File: src/rtl/priority_serial_tx.sv
// ---------------------------------------------------------------------------
// priority_serial_tx
//
// Priority-encodes an N_CH-wide request vector and sends the winner's binary
// index over one serial line. The highest set request bit wins.
//
// Each frame is sent in this order:
//   1. start bit (0)
//   2. the index bits, MSB first
//   3. an optional even-parity bit
//   4. a stop bit (1)
//
// The grant is latched on accept and holds until the next accept.
//
// Optional feature (compile-time macro):
//   PRIORITY_SERIAL_TX_PARITY_EN
//     When defined, a PARITY state follows SHIFT and sends ^idx.
//     When undefined, SHIFT goes straight to STOP.
//
// Parameters:
//   N_CH   number of request channels (>= 2)
//   IDX_W  index width, equal to $clog2(N_CH)
//
// Ports:
//   clk         rising-edge clock
//   rst         synchronous active-high reset; aborts any frame in progress
//   i           request vector, sampled on accept
//   i_valid     request vector is valid
//   i_ready     block can accept a request this cycle (IDLE or STOP)
//   data        serial line, idles high (registered)
//   busy        frame in progress (registered)
//   o           latched one-hot grant of the last accepted frame
//   idx         latched binary index of the last accepted frame
//   frame_done  one-cycle pulse during the STOP cycle (registered)
// ---------------------------------------------------------------------------
module priority_serial_tx #(
    parameter int N_CH  = 4,
    parameter int IDX_W = 2
) (
    input  logic             clk,
    input  logic             rst,
    input  logic [N_CH-1:0]  i,
    input  logic             i_valid,
    output logic             i_ready,
    output logic             data,
    output logic             busy,
    output logic [N_CH-1:0]  o,
    output logic [IDX_W-1:0] idx,
    output logic             frame_done
);

    typedef enum logic [2:0] {
        IDLE,
        START,
        SHIFT,
`ifdef PRIORITY_SERIAL_TX_PARITY_EN
        PARITY,
`endif
        STOP
    } state_t;

    state_t            state_reg, state_next;
    logic [IDX_W-1:0]  cnt_reg, cnt_next;
    logic              data_reg, data_next;
    logic              busy_reg;
    logic              frame_done_reg;
    logic [N_CH-1:0]   o_reg;
    logic [IDX_W-1:0]  idx_reg;

    logic [N_CH-1:0]   win;
    logic [IDX_W-1:0]  enc_idx;
    logic [IDX_W-1:0]  shifted;
    logic              accept;

    // A request bit wins only when no higher-numbered bit is set.
    // This makes the grant one-hot by construction.
    generate
        for (genvar gi = 0; gi < N_CH; gi++) begin : g_win
            if (gi == N_CH - 1) begin : g_top
                assign win[gi] = i[gi];
            end else begin : g_low
                assign win[gi] = i[gi] & ~(|i[N_CH-1:gi+1]);
            end
        end
    endgenerate

    always_comb begin
        enc_idx = '0;
        for (int k = 0; k < N_CH; k++) begin
            if (win[k]) begin
                enc_idx = IDX_W'(k);
            end
        end
    end

    // An accept in STOP chains the next frame with no idle gap.
    assign i_ready = (state_reg == IDLE) || (state_reg == STOP);
    assign accept  = i_valid && i_ready && (|i);

    always_comb begin
        state_next = state_reg;
        cnt_next   = cnt_reg;
        case (state_reg)
            IDLE: begin
                if (accept) begin
                    state_next = START;
                end
            end
            START: begin
                state_next = SHIFT;
                cnt_next   = IDX_W'(IDX_W - 1);
            end
            SHIFT: begin
                if (cnt_reg == '0) begin
`ifdef PRIORITY_SERIAL_TX_PARITY_EN
                    state_next = PARITY;
`else
                    state_next = STOP;
`endif
                end else begin
                    cnt_next = cnt_reg - IDX_W'(1);
                end
            end
`ifdef PRIORITY_SERIAL_TX_PARITY_EN
            PARITY: begin
                state_next = STOP;
            end
`endif
            STOP: begin
                state_next = accept ? START : IDLE;
            end
            default: begin
                state_next = IDLE;
            end
        endcase
    end

    // The outputs are registered from the next state.
    // So the line level always matches the state the FSM is in.
    // idx_reg is stable whenever the next state is SHIFT or PARITY,
    // because accepts only happen from IDLE or STOP.
    always_comb begin
        shifted   = idx_reg >> cnt_next;
        data_next = 1'b1;
        case (state_next)
            START:   data_next = 1'b0;
            SHIFT:   data_next = shifted[0];
`ifdef PRIORITY_SERIAL_TX_PARITY_EN
            PARITY:  data_next = ^idx_reg;
`endif
            default: data_next = 1'b1;
        endcase
    end

    always_ff @(posedge clk) begin
        if (rst) begin
            state_reg      <= IDLE;
            cnt_reg        <= '0;
            data_reg       <= 1'b1;
            busy_reg       <= 1'b0;
            frame_done_reg <= 1'b0;
            o_reg          <= '0;
            idx_reg        <= '0;
        end else begin
            state_reg      <= state_next;
            cnt_reg        <= cnt_next;
            data_reg       <= data_next;
            busy_reg       <= (state_next != IDLE);
            frame_done_reg <= (state_next == STOP);
            if (accept) begin
                o_reg   <= win;
                idx_reg <= enc_idx;
            end
        end
    end

    assign data       = data_reg;
    assign busy       = busy_reg;
    assign frame_done = frame_done_reg;
    assign o          = o_reg;
    assign idx        = idx_reg;

endmodule

File: config.mk
export PLATFORM = sky130hd
export DESIGN_NAME = priority_serial_tx
export DESIGN_NICKNAME = d
export VERILOG_FILES = /design/src/rtl/priority_serial_tx.sv
export SDC_FILE = /design/constraint.sdc
export NUM_CORES = 1
export LEC_CHECK = 0
export BUFFER_PORTS_ARGS = -buffer_cell sky130_fd_sc_hd__clkbuf_2
export CORE_UTILIZATION = 34
export CTS_CLUSTER_DIAMETER = 200
export DETAILED_ROUTE_END_ITERATION = 8
export PLACE_DENSITY = 0.67
export SYNTH_ARGS = -nofsm -noshare
export SYNTH_HDL_FRONTEND = slang
export SYNTH_SLANG_ARGS = --single-unit
File: constraint.sdc
create_clock -name clk -period 3.9 [get_ports clk]
set_clock_uncertainty 0.1 [all_clocks]
set_input_delay 0 -clock clk [delete_from_list [all_inputs] [get_ports clk]]
set_output_delay 0 -clock clk [all_outputs]
set_load 0.05 [all_outputs]
==> metrics.md, run 1 <==
| Metric | Value |
|---|---|
| Core area | 1510 sq um |
| Worst-case clock buffer depth | 2 |
| I/O pins | 17 |
| Worst R2R Start | state_reg[0]$_SDFF_PP0_ |
| First-pass GRT wire length | 2010 um |
| Placed cell count | 92 |
| Final Routed Wirelength | 1210 um |
| Pins Over Slew Limit | 0 |
| Via count | 534 |
| Worst hold path stage count | 4 |
| Number of maximum-capacitance constraint violations | 0 |
| End point of the most critical hold path | o[0]$_SDFFE_PP0P_ |
| Layout Area Growth over Synthesis | 37.7% |
| Post-Syn Nets | 68 |
| H-Tree Depth | 1 |
| Clock Root Buffer | clkbuf_4 |
| Clock transition at the register clock pins on the worst setup and hold paths after CTS | 80 ps |
| Sort of element at the end of the critical path | flop |
| Number of iterations in the first detailed-routing pass | 4 |
| Half-perimeter wire length after placement | 844 um |
| Starting utilization of the core area | 0.368 |
| Floorplan die width | 42.4 um |
| Hold Buf Count CTS | 9 |
| Final Critical Period | 2420 ps |
| DIE HEIGHT | 42.4 um |
| Distinct cell type count of the synthesized netlist | 23 |
| Maximum achievable frequency | 413 MHz |
| Synthesized area per cell | 9.09 sq um |
| Setup TNS | 0 ps |
| Fillers | 147 |
| Antenna diode instance count | 0 |
| Count of unresolved DRC violations after routing | 0 |
| Launching instance or port of the critical path | state_reg[0]$_SDFF_PP0_ |
| Areal power density over the cells | 381 nW/um^2 |
| Antenna-violating nets left | 0 |
| TritonCTS Buffers | 3 |
| Flip-flop and latch count after synthesis | 14 |
| Worst Setup Start Kind | flop |
| Total count of hold-check failures in the final report | 0 |
| Class of the worst hold path | in2reg |
| Overall overflow remaining after global route | 0 |
| Detailed Route Iter0 Violations | 8 |
| Via count normalized by instance count | 5.13 |
| Number of flip-flops under the largest register name | 4 |
| Worst Path Arrival | 2540 ps |
| Worst-Skew Late Latency | 270 ps |
| Via count of the first global-routing pass | 467 |
| Number of post-CTS setup repair buffers | 0 |
| Status | completed |
| Share of the clock period used by the worst path | 0.621 |
| Count of port buffers added during placement | 16 |
| Placement Rows | 14 |
| Cell count after synthesis | 61 |
| Mapped cell area | 554 sq um |
| Die ar. | 1800 sq um |
| Overall Global Routing Usage | 0.150 |
| Total setup violations reported at the end of the flow | 0 |
| Depth of the most critical reg-to-reg path | 6 |
| Number of resized instances in the post-cts repair step | 0 |
| Reg-to-reg slack, setup | 1480 ps |
| Terminus of the critical flop-to-flop path | o[1]$_SDFFE_PP0P_ |
| Fraction of the yosys area taken by sequential cells | 0.506 |
| Leakage power figure | 0.323 nW |
| Clk sink count | 14 |
| Final weighted congestion of routability-driven global placement | 0.732 |
| Largest net degree at the start of global routing | 14 |
| Unrepaired setup endpoints after global routing | false |
| Start point of the worst min-delay path | i_valid |
| Post-Layout Cell Count | 104 |
| Avg WL per Cell | 11.6 um |
| Fraction of final layout cells with drive strength greater than 1 | 0.239 |
| VDD IR max | 0.233 mV |
| Antenna violations before repair | 0 |
| Layout net count | 97 |
| Path type of the worst setup path | reg2reg |
| Worst-path maximum fanout | 6 |
| Clock tree from TritonCTS | yes |
| Count of warnings emitted by yosys | 0 |
| Required arrival time at the worst endpoint | 4020 ps |
## cell usage after synthesis
cell	count	area, sq um
dfxtp_1	14	280
a21oi_1	8	40.0
nor2_1	7	26.3
nand2_1	5	18.8
a211oi_1	4	30.0
inv_1	2	7.51
nor2b_1	2	12.5
nor3_1	2	10.0
o21a_1	2	15.0
or3_1	2	12.5
a22oi_1	1	7.51
clkbuf_1	1	3.75
conb_1	1	3.75
mux2i_1	1	10.0
nand2b_1	1	6.26
nand3_1	1	5.00
nor3b_4	1	18.8
nor4b_1	1	8.76
o21ai_0	1	5.00
o21ai_2	1	8.76
o21bai_1	1	7.51
o31ai_1	1	7.51
xor2_1	1	8.76
## cell usage in the layout (no fill, tap or decap), types with 3 or more instances in the layout
cell type	synthesis	layout
a21oi_1	8	8
dfxtp_1	14	14
nor2_1	7	7
nand2_1	5	5
clkbuf_4	0	3
clkbuf_2	0	16
a211oi_1	4	4
dlygate4sd3_1	0	9
## where the power goes
group          total [mW]  switching, mW  internal, mW
Clock              0.0807         0.0450        0.0357
Combinational      0.0553         0.0366        0.0187
Sequential          0.154        0.00522         0.149
## worst max-delay path, stage by stage, from the launching register on
cell           delay, ps
dfxtp_1              360
xor2_1               220
nor3b_4              310
nand3_1              120
dlygate4sd3_1        570
a21oi_1              130
dlygate4sd3_1        560
## cells by family after synthesis
family | share of synthesized area
flip-flops | 0.506
AND/OR/NAND/NOR | 0.214
XOR/XNOR | 0.0158
AO/OA/AOI/OAI | 0.219
buffers and inverters | 0.0203
multiplexers | 0.0181
other | 0.00677
## final cells by class
type                    instances  area [sq um]  area share
flip-flops and latches         14           280       0.367
multi-input cells              44           263       0.344
repair buffers                 25           170       0.223
clock buffers                   3          22.5      0.0295
well taps                      16          20.0      0.0262
inverters                       2          7.51     0.00984
## metrics by stage
step / setup WS [ps] / utilization / power (mW) / instance area [sq um] / hold WS (ps)
after detailed placement: 2260 / 0.432 / 0.208 / 651 / 185
after CTS: 1510 / 0.507 / 0.291 / 763 / 118
after global routing: 1380 / 0.507 / 0.304 / 763 / 138
after floorplan: 2370 / - / 0.194 / 554 / -28.4
after global placement: 2320 / 0.432 / 0.207 / 651 / 187
final: 1480 / 0.507 / 0.291 / 763 / 121
## metal layers
layer / wire length [um] / track usage
met1: 575 / 0.191
met2: 564 / 0.240
met3: 66 / 0.0431
met4: 0 / 0.0563
met5: 0 / 0
## worst max-delay path by stage
| stage | to | cells after the start | slack [ps] |
|---|---|---|---|
| 6_report | o[1]$_SDFFE_PP0P_ | 6 | 1480 |
| 5_1_grt | o[1]$_SDFFE_PP0P_ | 6 | 1380 |
| 4_1_cts | o[1]$_SDFFE_PP0P_ | 6 | 1510 |
| 3_5_place_dp | o[2]$_SDFFE_PP0P_ | 5 | 2260 |
| 3_3_place_gp | o[2]$_SDFFE_PP0P_ | 5 | 2320 |
| 2_1_floorplan | o[2]$_SDFFE_PP0P_ | 5 | 2370 |
Note: power is estimated with default switching activity, not from simulation.
==> run 2, diff against run 1 <==
==> constraint.sdc (replaced) <==
create_clock -name clk -period 2.4 [get_ports clk]
set_clock_uncertainty 0.1 [all_clocks]
set_input_delay 0 -clock clk [delete_from_list [all_inputs] [get_ports clk]]
set_output_delay 0 -clock clk [all_outputs]
set_load 0.05 [all_outputs]
==> run 2 against run 1 <==
Net effect: wire length is 0.50% higher; maximum frequency up 8.8%; combinational power up 62%; critical endpoint is now o[2]$_SDFFE_PP0P_; core utilization decreased by 0.66 points; final area fell by 1.3%; cell count down 0.96%; setup slack lost 1300 ps; sequential share of layout area grew 0.49 points; critical path depth is the same; worst hold slack improved by 9.5 ps; die area is the same.
==> metrics.md, run 2 (synthesis gave the netlist of run 1 again) <==
| Metric | Value |
|---|---|
| Class of the worst hold path | in2reg |
| Die ar. | 1800 sq um (unchanged) |
| Total chip power | 0.469 mW (+61%) |
| Worst hold path stage count | 4 (unchanged) |
| GR met3 Demand/Resource | 0.0345 (-0.00862) |
| Detailed Route Iter0 Violations | 8 (unchanged) |
| Worst-case clock buffer depth | 2 (unchanged) |
| Antenna-violating nets left | 0 (unchanged) |
| Via count normalized by instance count | 4.98 (-3.0%) |
| Final Critical Period | 2230 ps (-195 ps) |
| End point of the most critical hold path | o[0]$_SDFFE_PP0P_ |
| Maximum achievable frequency | 449 MHz (+8.8%) |
| TritonCTS Buffers | 3 (unchanged) |
| VDD IR max | 0.281 mV (+20%) |
| Number of iterations in the first detailed-routing pass | 4 (unchanged) |
| Overall overflow remaining after global route | 0 (unchanged) |
| Clock transition at the register clock pins on the worst setup and hold paths after CTS | 80 ps (about the same) |
| Sort of element at the end of the critical path | flop |
| Unrepaired setup endpoints after global routing | false |
| Depth of the most critical reg-to-reg path | 6 (unchanged) |
| Worst-Skew Late Latency | 270 ps (about the same) |
| Starting utilization of the core area | 0.368 (unchanged) |
| Commonest non-fill, non-tap cells in the layout | 16 x clkbuf_2, 14 x dfxtp_1, 8 x a21oi_1, 8 x dlygate4sd3_1, 7 x nor2_1 |
| Via count | 513 (-3.9%) |
| Status | completed |
| Via count of the first global-routing pass | 429 (-8.1%) |
| Setup TNS | 0 ps (unchanged) |
| Final Routed Wirelength | 1210 um (+0.50%) |
| Routing usage on met1 | 0.188 (-0.00269) |
| Terminus of the critical flop-to-flop path | o[2]$_SDFFE_PP0P_ |
| Worst R2R Start | state_reg[0]$_SDFF_PP0_ |
| H-Tree Depth | 1 (unchanged) |
| GR peak layer | met2 |
| Leakage power figure | 0.317 nW (-2.1%) |
| Final weighted congestion of routability-driven global placement | 0.732 (about the same) |
| Number of maximum-capacitance constraint violations | 0 (unchanged) |
| Start point of the worst min-delay path | i_valid |
| Reg-to-reg slack, setup | 170 ps (-1310 ps) |
| Required arrival time at the worst endpoint | 2520 ps (-1500 ps) |
| Antenna violations before repair | 0 (unchanged) |
| Antenna diode instance count | 0 (unchanged) |
| Fraction of final layout cells with drive strength greater than 1 | 0.241 (+0.00274) |
| Clk sink count | 14 (unchanged) |
| Count of port buffers added during placement | 16 (unchanged) |
| Total count of hold-check failures in the final report | 0 (unchanged) |
| Layout net count | 96 (-1.0%) |
| Layout Area Growth over Synthesis | 35.9% |
| Total setup violations reported at the end of the flow | 0 (unchanged) |
| Commonest non-fill, non-tap cell in the layout | clkbuf_2 |
| Fillers | 156 (+6.1%) |
| Worst Path Arrival | 2350 ps (-190 ps) |
| Met2 demand-to-capacity share in global routing | 0.209 (-0.0308) |
| Areal power density over the cells | 622 nW/um^2 (+63%) |
| Largest net degree at the start of global routing | 14 (unchanged) |
| Half-perimeter wire length after placement | 879 um (+4.1%) |
| First-pass GRT wire length | 1850 um (-8.2%) |
| Number of flip-flops under the largest register name | 4 (unchanged) |
| Overall Global Routing Usage | 0.136 (-0.0143) |
| I/O pins | 17 (unchanged) |
| DIE HEIGHT | 42.4 um (unchanged) |
| Worst-path maximum fanout | 6 (unchanged) |
| Path type of the worst setup path | reg2reg |
| Clock Root Buffer | clkbuf_4 |
| Avg WL per Cell | 11.8 um (+1.5%) |
| Floorplan die width | 42.4 um (unchanged) |
| Pins Over Slew Limit | 0 (unchanged) |
| Core area | 1510 sq um (unchanged) |
| Number of post-CTS setup repair buffers | 0 (unchanged) |
| Clock tree from TritonCTS | yes |
| Placement Rows | 14 (unchanged) |
| Worst Setup Start Kind | flop |
| Share of the clock period used by the worst path | 0.928 (+0.307) |
| Count of unresolved DRC violations after routing | 0 (unchanged) |
-- run 2: cell types whose count changed in the layout (fill, tap and decap cells not counted), sizes merged --
cell / previous run / this run
dlygate4sd3: 9 / 8
-- run 2: where the power goes --
group / total (mW) / internal, mW / switching, mW / leakage, nW
registers: 0.251 / 0.243 / 0.00831 / 0.114
logic: 0.0898 / 0.0301 / 0.0597 / 0.188
clock network: 0.128 / 0.0581 / 0.0698 / 0.0138
total: 0.469 / 0.331 / 0.138 / 0.317
-- run 2: worst max path at each step --
stage,endpoint,cells after the start,startpoint
global route,o[2]$_SDFFE_PP0P_,6,state_reg[0]$_SDFF_PP0_
CTS,o[2]$_SDFFE_PP0P_,6,state_reg[0]$_SDFF_PP0_
detailed placement,o[2]$_SDFFE_PP0P_,5,state_reg[0]$_SDFF_PP0_
global placement,o[2]$_SDFFE_PP0P_,5,state_reg[0]$_SDFF_PP0_
finish,o[2]$_SDFFE_PP0P_,6,state_reg[0]$_SDFF_PP0_
floorplan,o[2]$_SDFFE_PP0P_,5,state_reg[0]$_SDFF_PP0_
-- run 2: critical path: stages, from the launching register on --
cell and delay, ps:
dfxtp_1 360, xor2_1 220, nor3b_4 310, o21ai_2 160
or3_1 320, a21oi_1 140, dlygate4sd3_1 550
-- run 2: layout make-up --
class                      count  area [sq um]  share of cell area
tap                           16          20.0              0.0266
multi-input combinational     44           263               0.349
inverter                       2          7.51             0.00997
timing repair buffer          24           160               0.213
sequential                    14           280               0.372
clock buffer                   3          22.5              0.0299
-- run 2: metrics by stage --
stage / hold slack, ps / instances / util / area, sq um / worst slack (ps)
after floorplan: -28.4 / 61 / - / 554 / 874
after global placement: 187 / 92 / 0.432 / 651 / 815
after detailed placement: 181 / 92 / 0.432 / 651 / 741
after CTS: 126 / 103 / 0.500 / 753 / 199
after global routing: 150 / 103 / 0.500 / 753 / 55.3
final: 130 / 103 / 0.500 / 753 / 174
-- run 2: per-layer routing --
layer	share of wire	vias up	routed length, um
met4	0.016	0	19
met3	0.054	4	66
met1	0.46	224	562
li1	-	269	-
met5	0	-	0
met2	0.46	16	563
-- run 2: repair_timing --
item	CTS	global route
hold buffers	8	0
resized for setup	0	0
endpoints found under the hold margin	12	0
